<file path="src/rtl/data_mem_arbiter_if.sv">
// rtl/data_mem_arbiter_if.sv - requester, response and data-memory signals of data_mem_arbiter
interface data_mem_arbiter_if #(
    parameter int WORD_LEN = 32
);
    logic                a_req;
    logic                a_we;
    logic [WORD_LEN-1:0] a_addr;
    logic [WORD_LEN-1:0] a_wdata;
    logic                a_ack;
    logic                a_stall;

    logic                b_req;
    logic                b_we;
    logic [WORD_LEN-1:0] b_addr;
    logic [WORD_LEN-1:0] b_wdata;
    logic                b_ack;
    logic                b_stall;

    logic [WORD_LEN-1:0] rdata;
    logic                busy;

    logic                mem_writeEn;
    logic                mem_readEn;
    logic [WORD_LEN-1:0] mem_address;
    logic [WORD_LEN-1:0] mem_dataIn;
    logic [WORD_LEN-1:0] mem_dataOut;

    // Arbiter side
    modport slave (
        input  a_req, a_we, a_addr, a_wdata,
        output a_ack, a_stall,
        input  b_req, b_we, b_addr, b_wdata,
        output b_ack, b_stall,
        output rdata, busy,
        output mem_writeEn, mem_readEn, mem_address, mem_dataIn,
        input  mem_dataOut
    );

    // Requesters and data memory side
    modport master (
        output a_req, a_we, a_addr, a_wdata,
        input  a_ack, a_stall,
        output b_req, b_we, b_addr, b_wdata,
        input  b_ack, b_stall,
        input  rdata, busy,
        input  mem_writeEn, mem_readEn, mem_address, mem_dataIn,
        output mem_dataOut
    );
endinterface

</file>
<file path="src/rtl/data_mem_arbiter.sv">
// rtl/data_mem_arbiter.sv - two-port data memory arbiter, round-robin contention when DMEM_ARB_RR_EN is defined
module data_mem_arbiter #(
    parameter int WORD_LEN    = 32,
    parameter int WAIT_CYCLES = 1
) (
    input  logic             clk,
    input  logic             rst,
    data_mem_arbiter_if.slave bus
);

    typedef enum logic [1:0] {
        IDLE   = 2'd0,
        ACCESS = 2'd1,
        RESP   = 2'd2
    } state_t;

    localparam logic [3:0] CNT_INIT = 4'(WAIT_CYCLES - 1);

    state_t              state;
    state_t              state_next;
    logic [3:0]          cnt;
    logic                owner_b;
    logic                last_owner_b;
    logic                lat_we;
    logic [WORD_LEN-1:0] lat_addr;
    logic [WORD_LEN-1:0] lat_wdata;
    logic [WORD_LEN-1:0] rdata_q;
    logic                grant_b;
    logic                any_req;
    logic                ack_a;
    logic                ack_b;

    assign any_req = bus.a_req | bus.b_req;

    // Winner selection when leaving IDLE; B only wins contention in round-robin mode after an A grant
`ifdef DMEM_ARB_RR_EN
    assign grant_b = bus.b_req & (~bus.a_req | ~last_owner_b);
`else
    assign grant_b = bus.b_req & ~bus.a_req;
`endif

    // State register; reset aborts any access in flight
    always_ff @(posedge clk or negedge rst) begin
        if (!rst) begin
            state <= IDLE;
        end else begin
            state <= state_next;
        end
    end

    // Next-state and all combinational outputs; memory strobes depend only on state so reset drops them at once
    always_comb begin
        state_next      = state;
        ack_a           = 1'b0;
        ack_b           = 1'b0;
        bus.busy        = 1'b0;
        bus.mem_writeEn = 1'b0;
        bus.mem_readEn  = 1'b0;
        bus.mem_address = '0;
        bus.mem_dataIn  = '0;
        case (state)
            IDLE: begin
                if (any_req) begin
                    state_next = ACCESS;
                end
            end
            ACCESS: begin
                bus.busy        = 1'b1;
                bus.mem_readEn  = ~lat_we;
                bus.mem_writeEn = lat_we & (cnt == 4'd0);
                bus.mem_address = lat_addr;
                bus.mem_dataIn  = lat_wdata;
                if (cnt == 4'd0) begin
                    state_next = RESP;
                end
            end
            RESP: begin
                bus.busy   = 1'b1;
                ack_a      = ~owner_b;
                ack_b      = owner_b;
                state_next = IDLE;
            end
            default: begin
                state_next = IDLE;
            end
        endcase
    end

    // Request latch, access counter, read capture and last-owner bookkeeping
    always_ff @(posedge clk or negedge rst) begin
        if (!rst) begin
            cnt          <= 4'd0;
            owner_b      <= 1'b0;
            last_owner_b <= 1'b1;
            lat_we       <= 1'b0;
            lat_addr     <= '0;
            lat_wdata    <= '0;
            rdata_q      <= '0;
        end else begin
            case (state)
                IDLE: begin
                    if (any_req) begin
                        owner_b   <= grant_b;
                        lat_we    <= grant_b ? bus.b_we    : bus.a_we;
                        lat_addr  <= grant_b ? bus.b_addr  : bus.a_addr;
                        lat_wdata <= grant_b ? bus.b_wdata : bus.a_wdata;
                        cnt       <= CNT_INIT;
                    end
                end
                ACCESS: begin
                    if (cnt != 4'd0) begin
                        cnt <= cnt - 4'd1;
                    end else begin
                        rdata_q <= lat_we ? '0 : bus.mem_dataOut;
                    end
                end
                RESP: begin
                    last_owner_b <= owner_b;
                end
                default: begin
                    cnt <= 4'd0;
                end
            endcase
        end
    end

    assign bus.a_ack   = ack_a;
    assign bus.b_ack   = ack_b;
    assign bus.a_stall = bus.a_req & ~ack_a;
    assign bus.b_stall = bus.b_req & ~ack_b;
    assign bus.rdata   = rdata_q;

endmodule

</file>
<file path="src/flat_wrapper.sv">
// flat-port wrapper written by rule: the top's interface ports become plain ports
module data_mem_arbiter_flat 
#(
    parameter int WORD_LEN    = 32,
    parameter int WAIT_CYCLES = 1
)
  (clk, rst, bus_a_req, bus_a_we, bus_a_addr, bus_a_wdata, bus_a_ack, bus_a_stall, bus_b_req, bus_b_we, bus_b_addr, bus_b_wdata, bus_b_ack, bus_b_stall, bus_rdata, bus_busy, bus_mem_writeEn, bus_mem_readEn, bus_mem_address, bus_mem_dataIn, bus_mem_dataOut);
  data_mem_arbiter_if #(.WORD_LEN(WORD_LEN)) bus_i ();
  input  logic clk;
  input  logic rst;
  input wire logic [$bits(bus_i.a_req)-1:0] bus_a_req;
  input wire logic [$bits(bus_i.a_we)-1:0] bus_a_we;
  input wire logic [$bits(bus_i.a_addr)-1:0] bus_a_addr;
  input wire logic [$bits(bus_i.a_wdata)-1:0] bus_a_wdata;
  output wire logic [$bits(bus_i.a_ack)-1:0] bus_a_ack;
  output wire logic [$bits(bus_i.a_stall)-1:0] bus_a_stall;
  input wire logic [$bits(bus_i.b_req)-1:0] bus_b_req;
  input wire logic [$bits(bus_i.b_we)-1:0] bus_b_we;
  input wire logic [$bits(bus_i.b_addr)-1:0] bus_b_addr;
  input wire logic [$bits(bus_i.b_wdata)-1:0] bus_b_wdata;
  output wire logic [$bits(bus_i.b_ack)-1:0] bus_b_ack;
  output wire logic [$bits(bus_i.b_stall)-1:0] bus_b_stall;
  output wire logic [$bits(bus_i.rdata)-1:0] bus_rdata;
  output wire logic [$bits(bus_i.busy)-1:0] bus_busy;
  output wire logic [$bits(bus_i.mem_writeEn)-1:0] bus_mem_writeEn;
  output wire logic [$bits(bus_i.mem_readEn)-1:0] bus_mem_readEn;
  output wire logic [$bits(bus_i.mem_address)-1:0] bus_mem_address;
  output wire logic [$bits(bus_i.mem_dataIn)-1:0] bus_mem_dataIn;
  input wire logic [$bits(bus_i.mem_dataOut)-1:0] bus_mem_dataOut;
  assign bus_i.a_req = bus_a_req;
  assign bus_i.a_we = bus_a_we;
  assign bus_i.a_addr = bus_a_addr;
  assign bus_i.a_wdata = bus_a_wdata;
  assign bus_a_ack = bus_i.a_ack;
  assign bus_a_stall = bus_i.a_stall;
  assign bus_i.b_req = bus_b_req;
  assign bus_i.b_we = bus_b_we;
  assign bus_i.b_addr = bus_b_addr;
  assign bus_i.b_wdata = bus_b_wdata;
  assign bus_b_ack = bus_i.b_ack;
  assign bus_b_stall = bus_i.b_stall;
  assign bus_rdata = bus_i.rdata;
  assign bus_busy = bus_i.busy;
  assign bus_mem_writeEn = bus_i.mem_writeEn;
  assign bus_mem_readEn = bus_i.mem_readEn;
  assign bus_mem_address = bus_i.mem_address;
  assign bus_mem_dataIn = bus_i.mem_dataIn;
  assign bus_i.mem_dataOut = bus_mem_dataOut;
  data_mem_arbiter #(.WORD_LEN(WORD_LEN), .WAIT_CYCLES(WAIT_CYCLES)) u_core (.clk(clk), .rst(rst), .bus(bus_i));
endmodule
</file>
<file path="config.mk">
export PLATFORM = sky130hd
export DESIGN_NAME = data_mem_arbiter_flat
export DESIGN_NICKNAME = d
export VERILOG_FILES = /design/src/rtl/data_mem_arbiter_if.sv /design/src/rtl/data_mem_arbiter.sv /design/src/flat_wrapper.sv
export SDC_FILE = /design/constraint.sdc
export NUM_CORES = 1
export LEC_CHECK = 0
export ABC_AREA = 1
export ABC_CLOCK_PERIOD_IN_PS = 1400
export CELL_PAD_IN_SITES_DETAIL_PLACEMENT = 0
export CELL_PAD_IN_SITES_GLOBAL_PLACEMENT = 2
export CORE_AREA = 2 2 170 172
export DETAILED_ROUTE_END_ITERATION = 16
export DIE_AREA = 0 0 172 174
export PLACE_DENSITY_LB_ADDON = 0.1
export SETUP_SLACK_MARGIN = 0.1
export SYNTH_ARGS = -nofsm -noshare
export SYNTH_HDL_FRONTEND = slang
export SYNTH_SLANG_ARGS = --single-unit
export TNS_END_PERCENT = 5
</file>
<file path="constraint.sdc">
create_clock -name clk -period 1.4 [get_ports clk]
set_input_delay 0.21 -clock clk [delete_from_list [all_inputs] [get_ports clk]]
set_output_delay 0.21 -clock clk [all_outputs]
set_load 0.01 [all_outputs]
</file>
# [After elaboration in Yosys (flattened, before gate mapping)]
# Cells that the tools add are included.
[op_classes] addsub=1 bitwise=12 n_reduce_logical=8 eq_ne=5 n_mux=17
[ops] cell="32-bit 2-to-1 mux" count=5
[ops] cell="4-bit case mux with 3 select lines" count=1
[ops] cell="4-bit 2-to-1 mux" count=2
[ops] cell="1-bit inverter" count=7
[ops] cell="1-bit 2-to-1 mux" count=6
[ops] cell="2-bit by 1-bit inequality test with 1-bit output (second input constant)" count=3
[ops] cell="2-bit AND reduction" count=3
[ops] cell="1-bit AND" count=4
[ops] cell="4-bit zero test" count=1
[ops] cell="2-bit 2-to-1 mux" count=2
[ops] cell="2-bit case mux with 2 select lines" count=1
[ops] cell="4-bit nonzero test" count=1
[ops] cell="4-bit by 1-bit subtractor with 4-bit output (second input constant)" count=1
[ops] cell="3-bit AND reduction" count=1
[ops] cell="2-bit by 1-bit equality test with 1-bit output (second input constant)" count=1
[ops] cell="2-bit equality test (second input constant)" count=1
[ops] cell="2-bit zero test" count=1
[ops] cell="2-bit OR reduction" count=1
[ops] cell="1-bit bitwise OR" count=1
[totals] in_bits=166 regBits=104 word_cells=50

# [Depth between registers and ports, before layout]
# Gate-level depths: netlist of run 1.
[logic_depth] depth_word=4 mapped_depth=9 depth_no_buf=7

# [Worst setup path after synthesis of run 1]
# Ideal clock, no wire load.
[synth_path] path_kind="register to output" from="register u_core.state[1]" to="output port bus_mem_address[10]" stages_incl_launch_ff=7 slack_ns=-0.008 arrival_time_ns=1.198 cell_sequence="dfrtp_1 -> inv_1 -> ha_1 -> buf_2 -> buf_2 -> nand2_1 -> inv_1"
[synth_between] elab_chain_len=2
[synth_rtl] item="start, declared" line_no="data_mem_arbiter.sv:19" text="state_t state;"
[synth_rtl] item="start signal, assigned" line_no="data_mem_arbiter.sv:47" text="state <= state_next;"
[synth_rtl] item="2-bit by 1-bit equality test with 1-bit output" line_no="data_mem_arbiter.sv:61" text="case (state)"
[synth_rtl] item="32-bit 2-to-1 mux" line_no="data_mem_arbiter.sv:61"
[synth_rtl] item="end, declared" line_no="flat_wrapper.sv:27" text="output wire logic [$bits(bus_i.mem_address)-1:0] bus_mem_address;"
# No other way between the ends.

# [Final worst setup path of run 1]
[layout_path] from="register u_core.state[0]" to="output port bus_mem_address[5]"
# The elaborated chain is that of the path after synthesis.

==> results of run 1 <==
## routing by layer
| layer | global-route usage (%) | part of all wire (%) | vias to the layer above |
|---|---|---|---|
| met5 | 0 | 0.13 | - |
| met4 | 3.26 | 1.1 | 4 |
| met3 | 5.87 | 8.7 | 17 |
| met2 | 24.8 | 46 | 175 |
| met1 | 19.9 | 44 | 2611 |
| li1 | - | - | 2790 |
## kinds of logic (layout without fill, tap and decap cells)
group                      count (synthesis)  count (layout)  share of synthesized area [%]
xor gates and xnor gates                   1               1                          0.166
AOI/OAI and AO/OA                        164             164                           15.5
other                                      0               2                              0
buffers and inverters                    122             431                           11.5
adders and majority gates                  7               7                           1.66
and+or+nand+nor                          302             302                           22.0
DFF                                      104             104                           49.2
## power by group through the flow
stage          combinational (W)  sequential (W)  clock (W)
6_report                  0.0111         0.00544    0.00297
3_3_place_gp             0.00913         0.00527          0
3_5_place_dp             0.00911         0.00525          0
5_1_grt                   0.0123         0.00562    0.00321
2_1_floorplan            0.00450         0.00525          0
4_1_cts                   0.0106         0.00526    0.00310
## final timing paths
path                                                  start                          endpoint  slack (ns)  cells past startpoint
max reg2reg                     u_core.state[0]$_DFFE_PN0P_   u_core.bus.rdata[6]$_DFFE_PN0P_       -0.29                      8
max                             u_core.state[0]$_DFFE_PN0P_                bus_mem_address[5]       -0.42                      7
min in group clk                        bus_mem_dataOut[22]  u_core.bus.rdata[22]$_DFFE_PN0P_        0.41                      3
min reg2reg                u_core.bus.rdata[16]$_DFFE_PN0P_  u_core.bus.rdata[16]$_DFFE_PN0P_        0.48                      2
max in group asynchronous                               rst   u_core.lat_addr[18]$_DFFE_PN0P_        0.54                      3
min                                                     rst  u_core.lat_wdata[24]$_DFFE_PN0P_        0.24                      2
## worst max-delay path: cells and delay by family (launching register included)
kind,cells,cell delay (ns)
adders and majority gates,1,0.20
DFF,1,0.43
buffers and inverters,5,0.57
and+or+nand+nor,1,0.05
## cell type report
cell class,instances,area [µm²],area share (%)
timing repair buffer,338,3540,36.7
clock inverter,6,97.6,1.01
clock buffer,10,239,2.48
multi-input combinational,474,2380,24.7
antenna,2,5.00,0.0519
inverter,77,297,3.08
sequential,104,2600,27.0
tap,384,480,4.99
## repair_timing
action                                  4_1_cts  5_1_grt
hold endpoints to repair                     47        0
endpoints found under the setup margin      207      184
buffers inserted                             17        6
resized for setup                           373      184
cloned                                       10        0
hold buffers                                  1        0
pin swaps                                    15       22
## through the flow
stage          hold WS [ns]  setup TNS, ns  setup slack (ns)  cell area (µm²)  power, W
4_1_cts               0.229         -64.68            -0.539             9330    0.0190
5_1_grt               0.247         -61.92            -0.488             9630    0.0211
3_5_place_dp         0.0712         -54.95            -0.454             8620    0.0144
3_3_place_gp         0.0717         -55.21            -0.446             8620    0.0144
6_report              0.239         -44.77            -0.418             9640    0.0195
2_1_floorplan       -0.0856              0            0.0746             5330   0.00975
## placed cells by master, fill, tap and decap left out, types with 4 or more instances in the layout
cell	instances
buf_12	17
buf_16	7
buf_2	21
buf_4	35
buf_6	59
clkbuf_16	9
clkdlybuf4s15_1	9
clkdlybuf4s50_1	164
dfrtp_1	104
dlygate4sd2_1	23
ha_1	4
inv_1	31
inv_2	43
nand2_1	159
nand2_2	45
nand2_4	14
nand3_1	4
nor2_1	70
nor2_4	5
o21ai_0	53
o21ai_1	109
## flip-flops by register name, indices dropped and copies added (netlist names)
register / count
u_core.bus.rdata: 32
u_core.lat_addr: 32
u_core.lat_wdata: 32
u_core.cnt: 4
u_core.state: 2
u_core.lat_we: 1
u_core.owner_b: 1
==> results.json, run 1 <==
{
  "status": "finished with violations",
  "violations": "setup timing",
  "die_w_um": 172,
  "final_core_util_pct": 34.1,
  "worstMarginPinSlew_ns": 0.366,
  "finalSetupViolCount": 175,
  "crit_type": "flip-flop to primary output",
  "port_buffers": 268,
  "die_area_um2": 29900,
  "cts_buffers": 9,
  "dp.cells": 1350,
  "pwr-share-seq_pct": 27.9,
  "fin_crit_ns": 1.82,
  "synth_top_cell_area_share_pct": 49.2,
  "drv_cap": 0,
  "nFillCells": 3066,
  "htreeDepth": 3,
  "synth-edff-count": 0,
  "synth_nets": 873,
  "end_kind": "primary output",
  "ant_nets": 0,
  "die_h_um": 174,
  "drt_iter0_markers": 208,
  "finalCritPeriodShare_pct": 130,
  "route.detailed.drc": 0,
  "wl_um": 23100,
  "syn_to_final_growth_pct": 82.2,
  "clockRootBuffer": "clkbuf_16",
  "rsz0062_at_grt": "yes",
  "overflow": 0,
  "p_int_w": 0.0116,
  "clock_latency_ns": 0.36,
  "yosys_warnings": 0,
  "grt_max_degree": 56,
  "synth.avg_cell_area_um2": 7.56,
  "num_io_pins": 269,
  "switchingPower_w": 0.00784,
  "powerDensity_nw_per_um2": 2020,
  "finalWorstSetupSlack_ns": -0.418,
  "p_comb_share_pct": 56.8,
  "wire_per_inst_um": 16.6,
  "start_kind": "flip-flop",
  "start_util_pct": 18.7,
  "fmax_mhz": 550,
  "synthMostInstantiatedCell": "nand2_1",
  "fin_nets": 1177,
  "viasPerCell": 4.01,
  "clock-sinks": 104,
  "place.gp.congestion": 0.719,
  "ir_drop_v": 0.000794,
  "cp.required_ns": 1.19,
  "cp_max_fo": 5,
  "grt_usage_pct": 15.5,
  "fin_skew_ns": 0.0100,
  "core_area_um2": 28200,
  "grt_pass1_vias": 5704,
  "yosys_register_bits": 104,
  "max_stage_delay_ns": 0.43,
  "drtPass1Iterations": 4,
  "synth_top_area_cell": "dfrtp_1",
  "arrival_ns": 1.61,
  "synth_ff_type": "dfrtp_1",
  "p_clk_share_pct": 15.3,
  "grt_pass1_wl_um": 35000,
  "drive_above_1_share_pct": 27.3,
  "async_flop_share_pct": 100,
  "netlist_area_um2": 5290,
  "vias": 5597,
  "cts_tree": "yes",
  "clock_path_buffers": 2,
  "worst_path_max_delay_cell": "dfrtp_1",
  "fin_cells": 1395,
  "min_path_type": "input pin to async pin",
  "syn_inst": 700,
  "slew_violations": 0,
  "rows": 62,
  "ys_seq_area_share_pct": 49.2,
  "p_leak_nw": 4.77,
  "clk_pin_slew_ns": 0.08,
  "synth.area.top_cells": "dfrtp_1, nand2_1, o21ai_1",
  "path_cells": "ha_4 > buf_6 > buf_12 > buf_16 > nand2_2 > inv_1 > buf_2",
  "slew_headroom_pct": 75.6,
  "synth_common_cells": "nand2_1, dfrtp_1, o21ai_1",
  "dpl.hpwl_um": 15500,
  "p_sw_share_pct": 40.3,
  "antenna_found_initial": 4,
  "yosys.cell_types.count": 20,
  "hold_violations": 0
}
No activity file was read; power rests on OpenSTA's default activity.
==> run 2, diff against run 1 <==
--- a/config.mk
+++ b/config.mk
@@ -10,9 +10,10 @@
 export CELL_PAD_IN_SITES_DETAIL_PLACEMENT = 0
 export CELL_PAD_IN_SITES_GLOBAL_PLACEMENT = 2
 export CORE_AREA = 2 2 170 172
+export CTS_BUF_LIST = sky130_fd_sc_hd__clkbuf_16
 export DETAILED_ROUTE_END_ITERATION = 16
 export DIE_AREA = 0 0 172 174
-export PLACE_DENSITY_LB_ADDON = 0.1
+export PLACE_DENSITY = 0.74
 export SETUP_SLACK_MARGIN = 0.1
 export SYNTH_ARGS = -nofsm -noshare
 export SYNTH_HDL_FRONTEND = slang
==> results.json, run 2 (synthesis gave the netlist of run 1 again) <==
{
  "cp_max_fo": 7,
  "place.gp.congestion": 0.717,
  "drv_cap": 0,
  "slew_headroom_pct": 75.9,
  "grt_usage_pct": 14.3,
  "placed_area_um2": 8700,
  "crit_top_cell": "buf_12",
  "finalSetupViolCount": 175,
  "cts_tree": "yes",
  "wl_um": 21400,
  "fmax_mhz": 549,
  "dpl.hpwl_um": 14900,
  "clockRootBuffer": "clkbuf_16",
  "clock-sinks": 104,
  "cts_buffers": 9,
  "worst_path_max_delay_cell": "dfrtp_1",
  "clk_pin_slew_ns": 0.09,
  "status": "finished with violations",
  "postLayoutCellArea_um2": 9360,
  "grt_max_degree": 65,
  "start_util_pct": 18.7,
  "fin_nets": 1171,
  "dpl_worst_slack_ns": -0.455,
  "path_cells": "ha_4 > buf_12 > buf_12 > buf_12 > nand2_2 > inv_1 > buf_2",
  "drtPass1Iterations": 4,
  "final_core_util_pct": 33.1,
  "clock_latency_ns": 0.36,
  "violations": "setup timing",
  "fin_crit_ns": 1.82,
  "ant_nets": 0,
  "fin_skew_ns": 0.0122,
  "max_stage_delay_ns": 0.43,
  "drive_above_1_share_pct": 23.8,
  "min_path_type": "input pin to async pin",
  "p_leak_nw": 4.68,
  "finalWorstSetupSlack_ns": -0.423,
  "grt_pass1_vias": 5740,
  "arrival_ns": 1.61,
  "port_buffers": 268,
  "hold_violations": 0,
  "slew_violations": 0,
  "powerDensity_nw_per_um2": 1930,
  "critPathCapture": "bus_mem_dataIn[2]",
  "drt_iter0_markers": 280,
  "reg2reg_from": "u_core.state[1]$_DFFE_PN0P_",
  "finalCritPeriodShare_pct": 130,
  "timing.rr.end": "u_core.lat_addr[3]$_DFFE_PN0P_",
  "htreeDepth": 3,
  "startpoint": "u_core.state[0]$_DFFE_PN0P_",
  "num_io_pins": 269,
  "rsz0062_at_grt": "yes",
  "start_kind": "flip-flop",
  "most-common-layout-cells": "nand2_1, clkdlybuf4s50_1, o21ai_1, dfrtp_1, nor2_1",
  "die_w_um": 172,
  "setup_tns_ns": -51.10,
  "vias": 5549,
  "viasPerCell": 4.00,
  "route.detailed.drc": 0,
  "regToRegSetupSlack_ns": -0.33,
  "dp.cells": 1354,
  "fin_cells": 1387,
  "rows": 62,
  "crit_type": "flip-flop to primary output",
  "core_area_um2": 28200,
  "clock_path_buffers": 2,
  "cp.required_ns": 1.19,
  "diodes": 0,
  "antenna_found_initial": 0,
  "reg2reg_depth": 10,
  "die_h_um": 174,
  "die_area_um2": 29900,
  "end_kind": "primary output",
  "syn_to_final_growth_pct": 76.9,
  "grt_pass1_wl_um": 32800,
  "ir_drop_v": 0.000722,
  "wire_per_inst_um": 15.4,
  "overflow": 0,
  "worstMarginPinSlew_ns": 0.361,
  "final_common_cell": "nand2_1"
}
-- run 2: changes by cell type in the layout (fill, tap and decap cells not counted), moves of 11 or more --
cell,change
nand2_1,+18
nand2_2,-16
buf_6,-13
o21ai_1,+13
o21ai_0,-12
inv_1,+11
-- run 2: layer usage --
metal  global-route usage [%]  up-vias  part of all wire [%]
li1                         -     2764                     -
met5                        0        -                     0
met4                     2.84        0                  0.93
met3                     5.44       14                   9.9
met1                     19.0     2559                    45
met2                     22.1      212                    44
-- run 2: worst min path at each step --
stage | startpoint | end | slack, ns | cells past startpoint
floorplan | rst | u_core.bus.rdata[0]$_DFFE_PN0P_ | -0.09 | 0
global route | rst | u_core.bus.rdata[23]$_DFFE_PN0P_ | 0.31 | 2
CTS | rst | u_core.bus.rdata[23]$_DFFE_PN0P_ | 0.29 | 2
detailed placement | rst | u_core.bus.rdata[23]$_DFFE_PN0P_ | 0.16 | 1
global placement | rst | u_core.bus.rdata[26]$_DFFE_PN0P_ | 0.15 | 1
finish | rst | u_core.bus.rdata[23]$_DFFE_PN0P_ | 0.29 | 2
-- run 2: power breakdown --
group	internal [W]	switching, W	leakage, nW
Clock	0.00144	0.00135	0.156
Sequential	0.00443	0.000935	1.29
Combinational	0.00485	0.00510	3.23
-- run 2: critical path, delay by kind of cell (launching register included) --
family	cells	cell delay, ns
buffers and inverters	5	0.57
adders and majority gates	1	0.21
and+or+nand+nor	1	0.05
DFF	1	0.43
-- run 2: timing repair --
item / in CTS / in global routing
endpoints found under the setup margin: 207 / 183
setup buffers: 11 / 3
hold endpoints to repair: 16 / 0
hold buffers: 1 / 0
gates cloned: 4 / 0
pin swaps: 13 / 12
resized for setup: 408 / 105
-- run 2: per-stage QoR --
step | hold slack (ns) | total power [W]
final | 0.295 | 0.0181
after global routing | 0.307 | 0.0197
after CTS | 0.294 | 0.0179
after detailed placement | 0.155 | 0.0143
after global placement | 0.153 | 0.0143
after floorplan | -0.0856 | 0.00975
-- run 2: layout make-up --
| type | instances | area (µm²) |
|---|---|---|
| timing repair buffer | 332 | 3360 |
| tap | 384 | 480 |
| clock inverter | 7 | 86.3 |
| sequential | 104 | 2600 |
| clock buffer | 9 | 225 |
| multi-input combinational | 474 | 2320 |
| fill | 3069 | 18900 |
| inverter | 77 | 289 |
